**config.mk**
```make
export PLATFORM = sky130hd
export DESIGN_NAME = fifo_wr_arbiter
export DESIGN_NICKNAME = d
export VERILOG_FILES = /design/src/rtl/fifo_wr_arbiter.sv
export SDC_FILE = /design/constraint.sdc
export NUM_CORES = 1
export LEC_CHECK = 0
export CORE_MARGIN = 2
export CORE_UTILIZATION = 38
export DETAILED_ROUTE_END_ITERATION = 8
export GPL_ROUTABILITY_DRIVEN = 0
export PLACE_DENSITY = 0.81
export SLEW_MARGIN = 10
export SYNTH_ARGS = -nofsm -noshare
export SYNTH_HDL_FRONTEND = slang
export SYNTH_SLANG_ARGS = --single-unit
```
**constraint.sdc**
```tcl
create_clock -name clk -period 2 [get_ports clk]
set_input_delay 0.3 -clock clk [delete_from_list [all_inputs] [get_ports clk]]
set_output_delay 0.3 -clock clk [all_outputs]
set_load 0.02 [all_outputs]
```
**src/rtl/fifo_wr_arbiter.sv**
```systemverilog
// Round-robin write-port arbiter that lets NUM_REQ producers share one FIFO write side.
// Define FIFO_ARB_BURST_EN to let a winner keep the port for up to MAX_BURST consecutive beats.
module fifo_wr_arbiter #(
    parameter int NUM_REQ    = 4,
    parameter int FIFO_WIDTH = 16,
    parameter int MAX_BURST  = 4
) (
    input  logic                          clk,
    input  logic                          rst,
    input  logic [NUM_REQ-1:0]            req,
    input  logic [NUM_REQ*FIFO_WIDTH-1:0] req_data,
    output logic [NUM_REQ-1:0]            gnt,
    output logic [NUM_REQ-1:0]            ack,
    output logic [NUM_REQ-1:0]            err,
    output logic                          err_sticky,
    input  logic                          fifo_full,
    input  logic                          fifo_almostfull,
    input  logic                          fifo_wr_ack,
    input  logic                          fifo_overflow,
    output logic                          fifo_wr_en,
    output logic [FIFO_WIDTH-1:0]         fifo_data_in
);

    localparam int ID_W = (NUM_REQ > 1) ? $clog2(NUM_REQ) : 1;
    typedef logic [ID_W-1:0] id_t;

    id_t                   rr_ptr;
    id_t                   rr_winner;
    id_t                   cand;
    id_t                   sel_id;
    id_t                   id1;
    id_t                   id2;
    logic                  rr_found;
    logic                  sel_valid;
    logic                  can_issue;
    logic                  xfer;
    logic                  v1;
    logic                  v2;
    logic [FIFO_WIDTH-1:0] beat;

    // A beat already on fifo_wr_en may consume the last slot, so almostfull blocks a second one.
    assign can_issue = !fifo_full && !(fifo_almostfull && fifo_wr_en);
    assign xfer      = can_issue && sel_valid;

    always_comb begin
        rr_winner = rr_ptr;
        rr_found  = 1'b0;
        cand      = '0;
        for (int k = 1; k <= NUM_REQ; k++) begin
            cand = id_t'((int'(rr_ptr) + k) % NUM_REQ);
            if (!rr_found && req[cand]) begin
                rr_winner = cand;
                rr_found  = 1'b1;
            end
        end
    end

`ifdef FIFO_ARB_BURST_EN
    localparam int CNT_W = $clog2(MAX_BURST + 1);

    typedef enum logic {
        IDLE,
        LOCKED
    } state_t;

    state_t             state;
    state_t             state_next;
    id_t                owner;
    id_t                owner_next;
    logic [CNT_W-1:0]   count;
    logic [CNT_W-1:0]   count_next;

    // While the owner keeps requesting it holds the port; once it drops, round-robin takes over.
    always_comb begin
        sel_id    = rr_winner;
        sel_valid = rr_found;
        if (state == LOCKED && req[owner]) begin
            sel_id    = owner;
            sel_valid = 1'b1;
        end
    end

    always_comb begin
        state_next = state;
        owner_next = owner;
        count_next = count;
        case (state)
            IDLE: begin
                if (xfer) begin
                    owner_next = sel_id;
                    count_next = CNT_W'(1);
                    state_next = (MAX_BURST > 1) ? LOCKED : IDLE;
                end
            end
            LOCKED: begin
                if (!req[owner]) begin
                    state_next = IDLE;
                    count_next = '0;
                end else if (xfer) begin
                    if (count + CNT_W'(1) == CNT_W'(MAX_BURST)) begin
                        state_next = IDLE;
                        count_next = '0;
                    end else begin
                        count_next = count + CNT_W'(1);
                    end
                end
            end
            default: begin
                state_next = IDLE;
                count_next = '0;
            end
        endcase
    end

    always_ff @(posedge clk) begin
        if (rst) begin
            state <= IDLE;
            owner <= '0;
            count <= '0;
        end else begin
            state <= state_next;
            owner <= owner_next;
            count <= count_next;
        end
    end
`else
    always_comb begin
        sel_id    = rr_winner;
        sel_valid = rr_found;
    end
`endif

    always_comb begin
        beat = '0;
        for (int i = 0; i < NUM_REQ; i++) begin
            if (sel_id == id_t'(i)) begin
                beat = req_data[i*FIFO_WIDTH +: FIFO_WIDTH];
            end
        end
    end

    // Responses are steered by the id that left the pipeline this cycle; stray status is dropped.
    always_comb begin
        gnt = '0;
        ack = '0;
        err = '0;
        for (int i = 0; i < NUM_REQ; i++) begin
            gnt[i] = xfer && (sel_id == id_t'(i));
            ack[i] = fifo_wr_ack && v2 && (id2 == id_t'(i));
            err[i] = fifo_overflow && v2 && (id2 == id_t'(i));
        end
    end

    always_ff @(posedge clk) begin
        if (rst) begin
            fifo_wr_en   <= 1'b0;
            fifo_data_in <= '0;
            rr_ptr       <= id_t'(NUM_REQ - 1);
            v1           <= 1'b0;
            v2           <= 1'b0;
            id1          <= '0;
            id2          <= '0;
            err_sticky   <= 1'b0;
        end else begin
            fifo_wr_en <= xfer;
            v1         <= xfer;
            v2         <= v1;
            id2        <= id1;
            if (xfer) begin
                fifo_data_in <= beat;
                rr_ptr       <= sel_id;
                id1          <= sel_id;
            end
            if (|err) begin
                err_sticky <= 1'b1;
            end
        end
    end

endmodule

```
After elaboration in Yosys (flattened, before gate mapping)

Cells that the tools add are included.

Register bits after elaboration: 25
Logic and storage cells: 69
Input port bits: 74
Output and inout port bits: 30

$lt $le $gt $ge: 4
Multiplexer cells: 20
Reductions and logical operators: 28
$add $sub $neg: 4
Eq/ne operators: 6

Operators with widths:

| kind                                                       | count |
|---|---|
| 2-to-1 mux 16 bit                                          | 4 |
| logical AND 1 bit                                          | 20 |
| less-than comparator 2 x 3 -> 1 bit, second input constant | 4 |
| binary-select mux 1 bit (select 2 bit)                     | 4 |
| == test 2 bit, second input constant                       | 4 |
| 2-to-1 mux 1 bit                                           | 8 |
| 2-to-1 mux 2 bit                                           | 4 |
| zero test 1 bit                                            | 5 |
| adder 2 x 1 -> 2 bit, second input constant                | 2 |
| adder 2 bit, second input constant                         | 2 |
| == test 2 x 1 -> 1 bit, second input constant              | 2 |
| zero test 2 bit                                            | 2 |
| OR reduction 4 bit                                         | 1 |

Depth between registers and ports, before layout

Gate-level depths: netlist (run 1).

Depth after elaboration: 18
Gate-level depth with buffers: 7

Worst setup path before layout (run 1)

OpenSTA, ideal clock, no wires.

Path type: flip-flop to output port
Start: register rr_ptr[1]
End: output gnt[2]
Stages on the path, launching flop included: 7
Path buffers: 2
Path slack: 0.032 ns
Data arrival time: 1.668 ns
Cell sequence: dfxtp_1 buf_6 nand2_2 a21oi_1 or3_1 buf_2 nor3_1

Longest elaborated chain between the ends: 15
Elaborated cells between the ends (all ways): 29
Those cells by class: 4 x add/sub; 1 x eq/ne; 16 x mux; 8 x reduce/logical

Ends and longest elaborated chain:

| element                                              | RTL line | RTL |
|---|---|---|
| start, declared                                      | 27       | `id_t rr_ptr;` |
| start signal, assigned                               | 158      | `rr_ptr <= id_t'(NUM_REQ - 1);` |
| start signal, assigned                               | 171      | `rr_ptr <= sel_id;` |
| adder 2 x 1 -> 2 bit                                 | 50       | `cand = id_t'((int'(rr_ptr) + k) % NUM_REQ);` |
| binary-select mux 1 bit (select 2 bit)               | 51       | `if (!rr_found && req[cand]) begin` |
| 2-to-1 mux 1 bit (implied by the code)               | 51       |  |
| 2-to-1 mux 1 bit                                     | 51       |  |
| zero test 1 bit                                      | 51       |  |
| logical AND 1 bit                                    | 51       |  |
| 2-to-1 mux 1 bit                                     | 51       |  |
| zero test 1 bit                                      | 51       |  |
| logical AND 1 bit                                    | 51       |  |
| 2-to-1 mux 1 bit                                     | 51       |  |
| zero test 1 bit                                      | 51       |  |
| logical AND 1 bit                                    | 51       |  |
| 2-to-1 mux 2 bit or 2-to-1 mux 1 bit (tied branches) | 51       |  |
| == test 2 bit or logical AND 1 bit (tied branches)   | 148, 43  |  |
| logical AND 1 bit *                                  | 148      | `gnt[i] = xfer && (sel_id == id_t'(i));` |
| end, declared                                        | 12       | `output logic [NUM_REQ-1:0] gnt,` |

Every way passes the cells marked *; elsewhere a longest branch is shown, timed or not. The select of a mux whose other input is x is not followed.

Final worst setup path (run 1)

Start: input fifo_wr_ack
End: output ack[0]

Longest elaborated chain between the ends: 2

Ends and longest elaborated chain:

| element                        | RTL line | RTL |
|---|---|---|
| start, declared                | 18       | `input logic fifo_wr_ack,` |
| logical AND 1 bit (2 in a row) | 149      | `ack[i] = fifo_wr_ack && v2 && (id2 == id_t'(i));` |
| end, declared                  | 13       | `output logic [NUM_REQ-1:0] ack,` |

Every way passes these cells.

==> results of run 1 <==
through the flow:
| step | utilization, % | hold WS [ns] | setup TNS, ns |
|---|---|---|---|
| after global routing | 66.2 | 0.485 | 0 |
| after detailed placement | 65.2 | 0.454 | -8.56 |
| after CTS | 65.7 | 0.475 | 0 |
| after floorplan | - | 0.439 | 0 |
| final | 66.2 | 0.470 | 0 |
| after global placement | 65.2 | 0.441 | -7.59 |
flip-flops by register name, summed over array words and instances, names as in the netlist:
signal	cells
err_sticky	1
v2	1
fifo_data_in	16
v1	1
rr_ptr	2
id1	2
id2	2
synthesized netlist by cell type, types with 2 or more instances:
cell / number
a211oi_2: 11
inv_1: 4
a2bb2oi_1: 3
clkbuf_1: 8
nand3_1: 3
and2_1: 2
nor2b_1: 5
buf_6: 5
a221oi_2: 9
o21ai_1: 12
or3_1: 2
nand2_1: 6
dfxtp_1: 25
o32ai_2: 3
o41ai_2: 3
a21oi_1: 9
a221oi_1: 2
a21boi_2: 2
a21boi_1: 10
buf_2: 3
o21ai_0: 4
and3_1: 14
nor3_1: 4
or4_1: 3
nand2b_1: 5
nor2_1: 28
a211oi_1: 3
a22o_1: 2
routing by layer:
layer / routed length, um / vias up
met5: 0 / -
met4: 85 / 0
met3: 374 / 8
met2: 3180 / 69
met1: 2360 / 954
li1: - / 1014
repair_timing:
action / 4_1_cts / 5_1_grt
hold endpoints to repair: 0 / 0
setup endpoints to repair: 18 / 6
gates resized for setup: 21 / 8
pin swaps: 2 / 1
hold buffers: 0 / 0
final cells by class:
class	count	area, um2
Clock buffer	4	45.0
Fill cell	378	1570
Inverter	4	15.0
Multi-Input combinational cell	159	1210
Sequential cell	25	503
Tap cell	54	67.6
Timing Repair Buffer	133	1240
layout by cell type (no fill, tap or decap), types with 4 or more instances in the layout:
master,netlist,layout
a211oi_2,11,11
a21boi_1,10,9
a21oi_1,9,9
a221oi_2,9,9
and3_1,14,14
buf_4,1,30
clkdlybuf4s50_1,0,94
dfxtp_1,25,23
inv_1,4,4
nand2_1,6,6
nand2b_1,5,5
nor2_1,28,28
nor2b_1,5,5
o21ai_0,4,4
o21ai_1,12,12
path summary, 6_finish.rpt:
path,slack (ns),from,to
worst max register to register,0.16,rr_ptr[1],fifo_data_in[14]
worst min register to register,0.47,err_sticky,err_sticky
worst min-delay path,0.47,err_sticky,err_sticky
worst max-delay path,0.08,fifo_wr_ack,ack[0]
worst min-delay path: stages (launching register included):
cell and delay [ns]:
dfxtp_1 0.33, a21oi_1 0.04, nor2_1 0.06
cell families (layout without fill, tap and decap cells):
logic type,after synthesis,count (layout)
flip-flops,25,25
AO/OA/AOI/OAI,80,80
AND/OR/NAND/NOR,79,79
buffers and inverters,21,141
power groups by stage:
stage	combinational (mW)	clock (mW)	sequential (mW)
6_report	0.778	0.299	0.581
5_1_grt	0.835	0.327	0.588
4_1_cts	0.774	0.303	0.581
3_5_place_dp	0.777	0	0.592
3_3_place_gp	0.766	0	0.589
2_1_floorplan	0.378	0	0.626
==> metrics, run 1 <==
f_max 520 MHz; multiplexer share of the synthesized area 0%; Slew HR 76.5%; simple-gate area share of the yosys netlist 23.4%; Final min period 1.92 ns; Final nets 400; RSZ-0062 raised after global routing false; slew at the pin closest to its max-slew limit 0.352 ns; Final Cycle Share 96.2%; Clock Skews 0.00208 ns; PwrDens 537 nW/um2; initial core utilization 38.8%; GR met1 Demand/Resource 26.8%; DIE HEIGHT 73.0 um; Most Crowded Layer GR met2; Netlist cell types 43; clock latency on the worst-skew pair 0.27 ns; final setup fails 0; Async SR Flop Fraction 0%; crit-path leading delay family buffers and inverters; Setup Fix Bufs, Post-CTS 0; IO Port Bufs 103; mapped cell area 1810 um2; Mean Syn Cell Area 8.83 um2; vias in the first global route 2041; CP required 1.70 ns; Combinational Power Share 46.9%; Placed Instances 375; clock buffers created by TritonCTS 3; Post-DRT Antenna Nets 0; Hold Path Class register to register; peak supply drop 0.405 mV; met2 usage in global routing 41.3%; # diodes 0; MaxCap Viol Count 0; clk sink count 25; Clock Power Share 18.0%; R2R cell count 6; Adder-Cell Fraction of Synth Area 0%; Cell Rows 25; placed cell area 3040 um2; FF+latch count, synth 25; GR Util met3 5.94%; Power Total 1.66 mW; CP endpoint kind primary output; Crit path top cell by count clkdlybuf4s50_1; WP depth 4; Synth Area in Compound Gates 42.2%; first-pass iteration count of the detailed router 5; routed vias 2045; sequential share of power 35.0%; Startpoint Class input pin; Max Slew Vio Count 0; Clock transition at path regs 0.09 ns; first-pass GRT wire length 9.58 mm; status finished clean; final std cells w/o fill 379; Die ar. 5330 um2; largest net degree at the start of global routing 28; max incr delay on CP 0.63 ns; post-synth top area share 27.6%; I/O Pins 104; share of post-route cells with drive strength above 1 24.6%; Gate Count Post-Synth 205; drt wl/cell 15.8 um; xor-xnor portion of the synthesized cell area 0%; CP cell instances clkdlybuf4s50_1 -> nand2_1 -> nor3_1 -> clkdlybuf4s50_1; register area share after synthesis 27.6%; Area Overhead vs Synth 70.5%; Pint 1.10 mW; Post-synth EDFFs 0; DR iter-0 viols 104; Static Leak 1.26 nW; vias per cell 5.40; Synth Flop Type dfxtp_1; Worst Path Buf+Inv 2; largest family of logic cells by synthesized area compound AO/OA/AOI/OAI gates; synth top area cells dfxtp_1 28%, a211oi_2 7.6%, a221oi_2 7.5%; Final WS setup 0.0762 ns; post-place setup slack -0.609 ns; hold path depth 2; WS Path Type input pin to primary output; wire length after detailed routing 5.99 mm; H-tree Lvls 1; post-DP HPWL 4.57 mm; Clock Tree Buf Depth 2; grt ovf 0; Psw 559 uW; clk root buf clkbuf_8; Synthesis Warnings 0; die width 73.0 um; switching share of total power 33.7%; post-synth net total 279; worst-path maximum fanout 4; post-route cell area 3090 um2; TritonCTS clock tree yes; final hold violation count 0; initial antenna violation count 0; Residual DRC 0; Worst Path Arrival 1.62 ns; Yosys top cell by area dfxtp_1; GR Util All Layers 23.1%; Core Area 4660 um2; slowest CP cell clkdlybuf4s50_1
(Power assumes the default switching activity.)
==> run 2, diff against run 1 <==
--- a/config.mk
+++ b/config.mk
@@ -10,6 +10,7 @@
 export DETAILED_ROUTE_END_ITERATION = 8
 export GPL_ROUTABILITY_DRIVEN = 0
 export PLACE_DENSITY = 0.81
+export REMOVE_ABC_BUFFERS = 1
 export SLEW_MARGIN = 10
 export SYNTH_ARGS = -nofsm -noshare
 export SYNTH_HDL_FRONTEND = slang
==> metrics, run 2 (synthesis results as in run 1) <==
RR Startpoint rr_ptr[1]; clock buffers created by TritonCTS 3; Final WS setup 0.0346 ns; Combinational Power Share 47.2%; max FFs per register 16; f_max 509 MHz; largest net degree at the start of global routing 28; wire length after detailed routing 5.87 mm; Die ar. 5330 um2; Max Slew Vio Count 0; DR iter-0 viols 138; Clock Tree Buf Depth 2; post-route cell area 3130 um2; slowest CP cell dfxtp_4; H-tree Lvls 1; Worst Setup SP rr_ptr[1]; slew at the pin closest to its max-slew limit 0.371 ns; grt ovf 0; drt wl/cell 15.3 um; Slew HR 75.3%; WS Path Type register to primary output; Placed Instances 378; Clock Skews 0.00434 ns; TritonCTS clock tree yes; peak supply drop 0.250 mV; IO Port Bufs 103; sequential share of power 34.7%; Clock Power Share 18.1%; share of post-route cells with drive strength above 1 25.8%; post-place setup slack -0.647 ns; Worst Path Arrival 1.67 ns; post-DP HPWL 4.47 mm; clk sink count 25; RSZ-0062 raised after global routing true; Final nets 404; Final min period 1.97 ns; commonest cells after routing, fill and taps aside 94 x clkdlybuf4s50_1, 34 x buf_4, 28 x nor2_1; PwrDens 534 nW/um2; worst-path maximum fanout 6; final std cells w/o fill 383; max incr delay on CP 0.39 ns; final hold violation count 0; first-pass GRT wire length 9.39 mm; hold path depth 1; CP required 1.70 ns; die width 73.0 um; CP endpoint kind primary output; WP depth 6; Core Area 4660 um2; Setup Total Neg Slack 0 ns; initial core utilization 38.8%; crit-path leading delay family compound AO/OA/AOI/OAI gates; Clock transition at path regs 0.09 ns; # diodes 0; Pint 1.11 mW; Hold Path Class register to register; Post-DRT Antenna Nets 0; DIE HEIGHT 73.0 um; clock latency on the worst-skew pair 0.26 ns; initial antenna violation count 0; I/O Pins 104; Hold Slack 0.469 ns; Final Cycle Share 98.3%; status finished clean; Startpoint Class register; Static Leak 1.28 nW; MaxCap Viol Count 0; min-delay src id1[1]; Crit path top cell by count buf_6; placed cell area 3060 um2; Worst Path Buf+Inv 2; final setup fails 0; vias per cell 5.38; routed vias 2062; Psw 563 uW; Residual DRC 0; GR Util All Layers 22.1%; Cell Rows 25; Area Overhead vs Synth 72.9%; Top reg by flops fifo_data_in; switching share of total power 33.7%; CP cell instances buf_6 -> and3b_1 -> a311oi_2 -> o22ai_4 -> and2_4 -> buf_6; vias in the first global route 1971; first-pass iteration count of the detailed router 4; R2R cell count 7; clk root buf clkbuf_8; commonest non-fill, non-tap cell in the layout clkdlybuf4s50_1
-- run 2: through the flow --
stage / power, mW / util, %
after detailed placement: 1.38 / 65.7
after global routing: 1.76 / 67.2
after floorplan: 0.964 / -
after CTS: 1.68 / 67.0
after global placement: 1.36 / 65.7
final: 1.67 / 67.2
-- run 2: power by group through the flow --
stage	combinational (mW)	clock, mW	sequential, mW
6_report	0.789	0.302	0.581
4_1_cts	0.789	0.307	0.581
5_1_grt	0.846	0.323	0.587
2_1_floorplan	0.330	0	0.634
3_3_place_gp	0.772	0	0.589
3_5_place_dp	0.784	0	0.592
-- run 2: what timing repair did --
action / in CTS / in global routing
endpoints found under the setup margin: 20 / 7
pin swaps: 2 / 1
gates resized for setup: 29 / 4
setup buffers: 1 / 0
hold buffers: 0 / 0
-- run 2: layer usage --
| metal | GRT usage [%] | up-vias | routed length (um) |
|---|---|---|---|
| li1 | - | 1017 | - |
| met1 | 27.9 | 950 | 2330 |
| met2 | 38.5 | 89 | 2980 |
| met3 | 5.11 | 6 | 509 |
| met4 | 3.91 | 0 | 51 |
| met5 | 0 | - | 0 |
-- run 2: layout make-up --
type,instances,area [um2]
clock buffer,4,45.0
fill,407,1530
inverter,4,15.0
multi-input combinational,159,1220
sequential,25,505
tap,54,67.6
timing repair buffer,137,1280
-- run 2: path summary, 6_finish.rpt --
kind                      end  slack [ns]
max                    gnt[3]        0.03
min                    id2[1]        0.47
max reg2reg  fifo_data_in[11]        0.11
min reg2reg            id2[1]        0.47
==> run 3, diff against run 2 <==
--- a/config.mk
+++ b/config.mk
@@ -9,6 +9,7 @@
 export CORE_UTILIZATION = 38
 export DETAILED_ROUTE_END_ITERATION = 8
 export GPL_ROUTABILITY_DRIVEN = 0
+export GPL_TIMING_DRIVEN = 0
 export PLACE_DENSITY = 0.81
 export REMOVE_ABC_BUFFERS = 1
 export SLEW_MARGIN = 10
==> metrics, run 3 (synthesis results as in run 1) <==
initial antenna violation count 0; placed cell area 2840 um2; first-pass GRT wire length 10.2 mm; Die ar. 5330 um2; Area Overhead vs Synth 74.4%; Reg-to-Reg End fifo_data_in[11]; wire length after detailed routing 6.52 mm; Residual DRC 0; largest net degree at the start of global routing 27; Top reg by flops fifo_data_in; Final nets 393; MaxCap Viol Count 0; Core Area 4660 um2; clk root buf clkbuf_8; clock buffers created by TritonCTS 3; commonest cells after routing, fill and taps aside 94 x clkdlybuf4s50_1, 28 x nor2_1, 23 x dfxtp_1; worst-path maximum fanout 8; final hold violation count 0; vias per cell 5.53; drt wl/cell 17.5 um; Clock Skews 0.00259 ns; DIE HEIGHT 73.0 um; status finished clean; CP endpoint kind primary output; Hold Path Class register to register; slew at the pin closest to its max-slew limit 0.790 ns; Static Leak 1.23 nW; peak supply drop 0.281 mV; hold path endpoint id2[0]; GR Util All Layers 24.9%; first-pass iteration count of the detailed router 4; CP required 1.70 ns; Cell Rows 25; H-tree Lvls 1; PwrDens 546 nW/um2; R2R cell count 6; final setup fails 0; clk sink count 25; RSZ-0062 raised after global routing true; TritonCTS clock tree yes; share of post-route cells with drive strength above 1 27.7%; Slew HR 47.0%; IO Port Bufs 103; RR Startpoint rr_ptr[1]; post-route cell area 3160 um2; routed vias 2059; clock latency on the worst-skew pair 0.27 ns; Post-DRT Antenna Nets 0; Final min period 1.98 ns; post-DP HPWL 4.03 mm; WS Path Type register to primary output; Worst Path Arrival 1.68 ns; Clock Tree Buf Depth 2; min-delay src id1[0]; die width 73.0 um; commonest non-fill, non-tap cell in the layout clkdlybuf4s50_1; hold path depth 1; # diodes 0; f_max 504 MHz; Final Cycle Share 99.2%; Power Total 1.72 mW; Max Slew Vio Count 0; r2r setup slk 0.10 ns; Layout fillers 377; final std cells w/o fill 372; I/O Pins 104; initial core utilization 38.8%; Startpoint Class register; DR iter-0 viols 147; grt ovf 0; Clock transition at path regs 0.09 ns; Hold Buf Count CTS 0; Placed Instances 347; max FFs per register 16; vias in the first global route 2048
## run 3: changes by cell type in the layout (fill, tap and decap cells not counted), sizes merged
cell / before / now
buf: 38 / 26
clkdlybuf4s15: 0 / 4
dlygate4sd2: 4 / 0
a21boi: 13 / 14
dlymetal6s2s: 1 / 0
o21ai: 17 / 18
## run 3: stage by stage
stage | setup WS [ns] | hold WS, ns | util, % | setup TNS (ns)
after global placement | -1.99 | 0.439 | 60.1 | -37.39
after global routing | -0.0525 | 0.474 | 67.7 | -0.0607
final | 0.0169 | 0.467 | 67.7 | 0
after detailed placement | -1.41 | 0.442 | 61.0 | -18.35
after CTS | -0.00767 | 0.463 | 66.0 | -0.00767
after floorplan | -0.396 | 0.365 | - | -3.52
## run 3: worst max-delay path by stage
stage / startpoint / end / slack (ns) / cells after the start
final: rr_ptr[1] / gnt[2] / 0.02 / 5
after detailed placement: req[1] / gnt[2] / -1.41 / 6
after CTS: rr_ptr[1] / gnt[2] / -0.008 / 5
after floorplan: req[1] / gnt[2] / -0.40 / 2
after global placement: req[1] / gnt[2] / -1.99 / 4
after global routing: rr_ptr[1] / gnt[2] / -0.05 / 5
## run 3: where the power goes
| group | switching, mW | internal, mW |
|---|---|---|
| Combinational | 0.404 | 0.432 |
| Sequential | 0.0355 | 0.546 |
| Clock | 0.163 | 0.142 |
| Total | 0.602 | 1.12 |
## run 3: routing by layer
| metal | vias up | track usage, % | part of all wire [%] |
|---|---|---|---|
| met3 | 7 | 5.52 | 7.0 |
| met4 | 0 | 5.76 | 1.2 |
| met2 | 86 | 46.0 | 52 |
| met5 | - | 0 | 0 |
| met1 | 968 | 28.9 | 40 |
| li1 | 998 | - | - |
## run 3: cell type report
class	count	area, um2	area share, %
Sequential cell	25	508	16.1
Multi-Input combinational cell	161	1330	42.0
Tap cell	54	67.6	2.14
Timing Repair Buffer	124	1190	37.9
Clock buffer	4	45.0	1.43
Inverter	4	15.0	0.476
## run 3: timing repair
| item | 4_1_cts | 5_1_grt |
|---|---|---|
| hold endpoints to repair | 0 | 0 |
| setup buffers | 10 | 9 |
| pin swaps | 7 | 5 |
| setup endpoints to repair | 25 | 4 |
| cloned | 2 | 0 |
| gates resized for setup | 49 | 10 |
## run 3: critical path, cell delays in order (launching register included)
cell,delay [ns]
dfxtp_4,0.38
nand2_1,0.13
a21oi_2,0.12
or3_4,0.45
nor3_2,0.17
buf_4,0.16
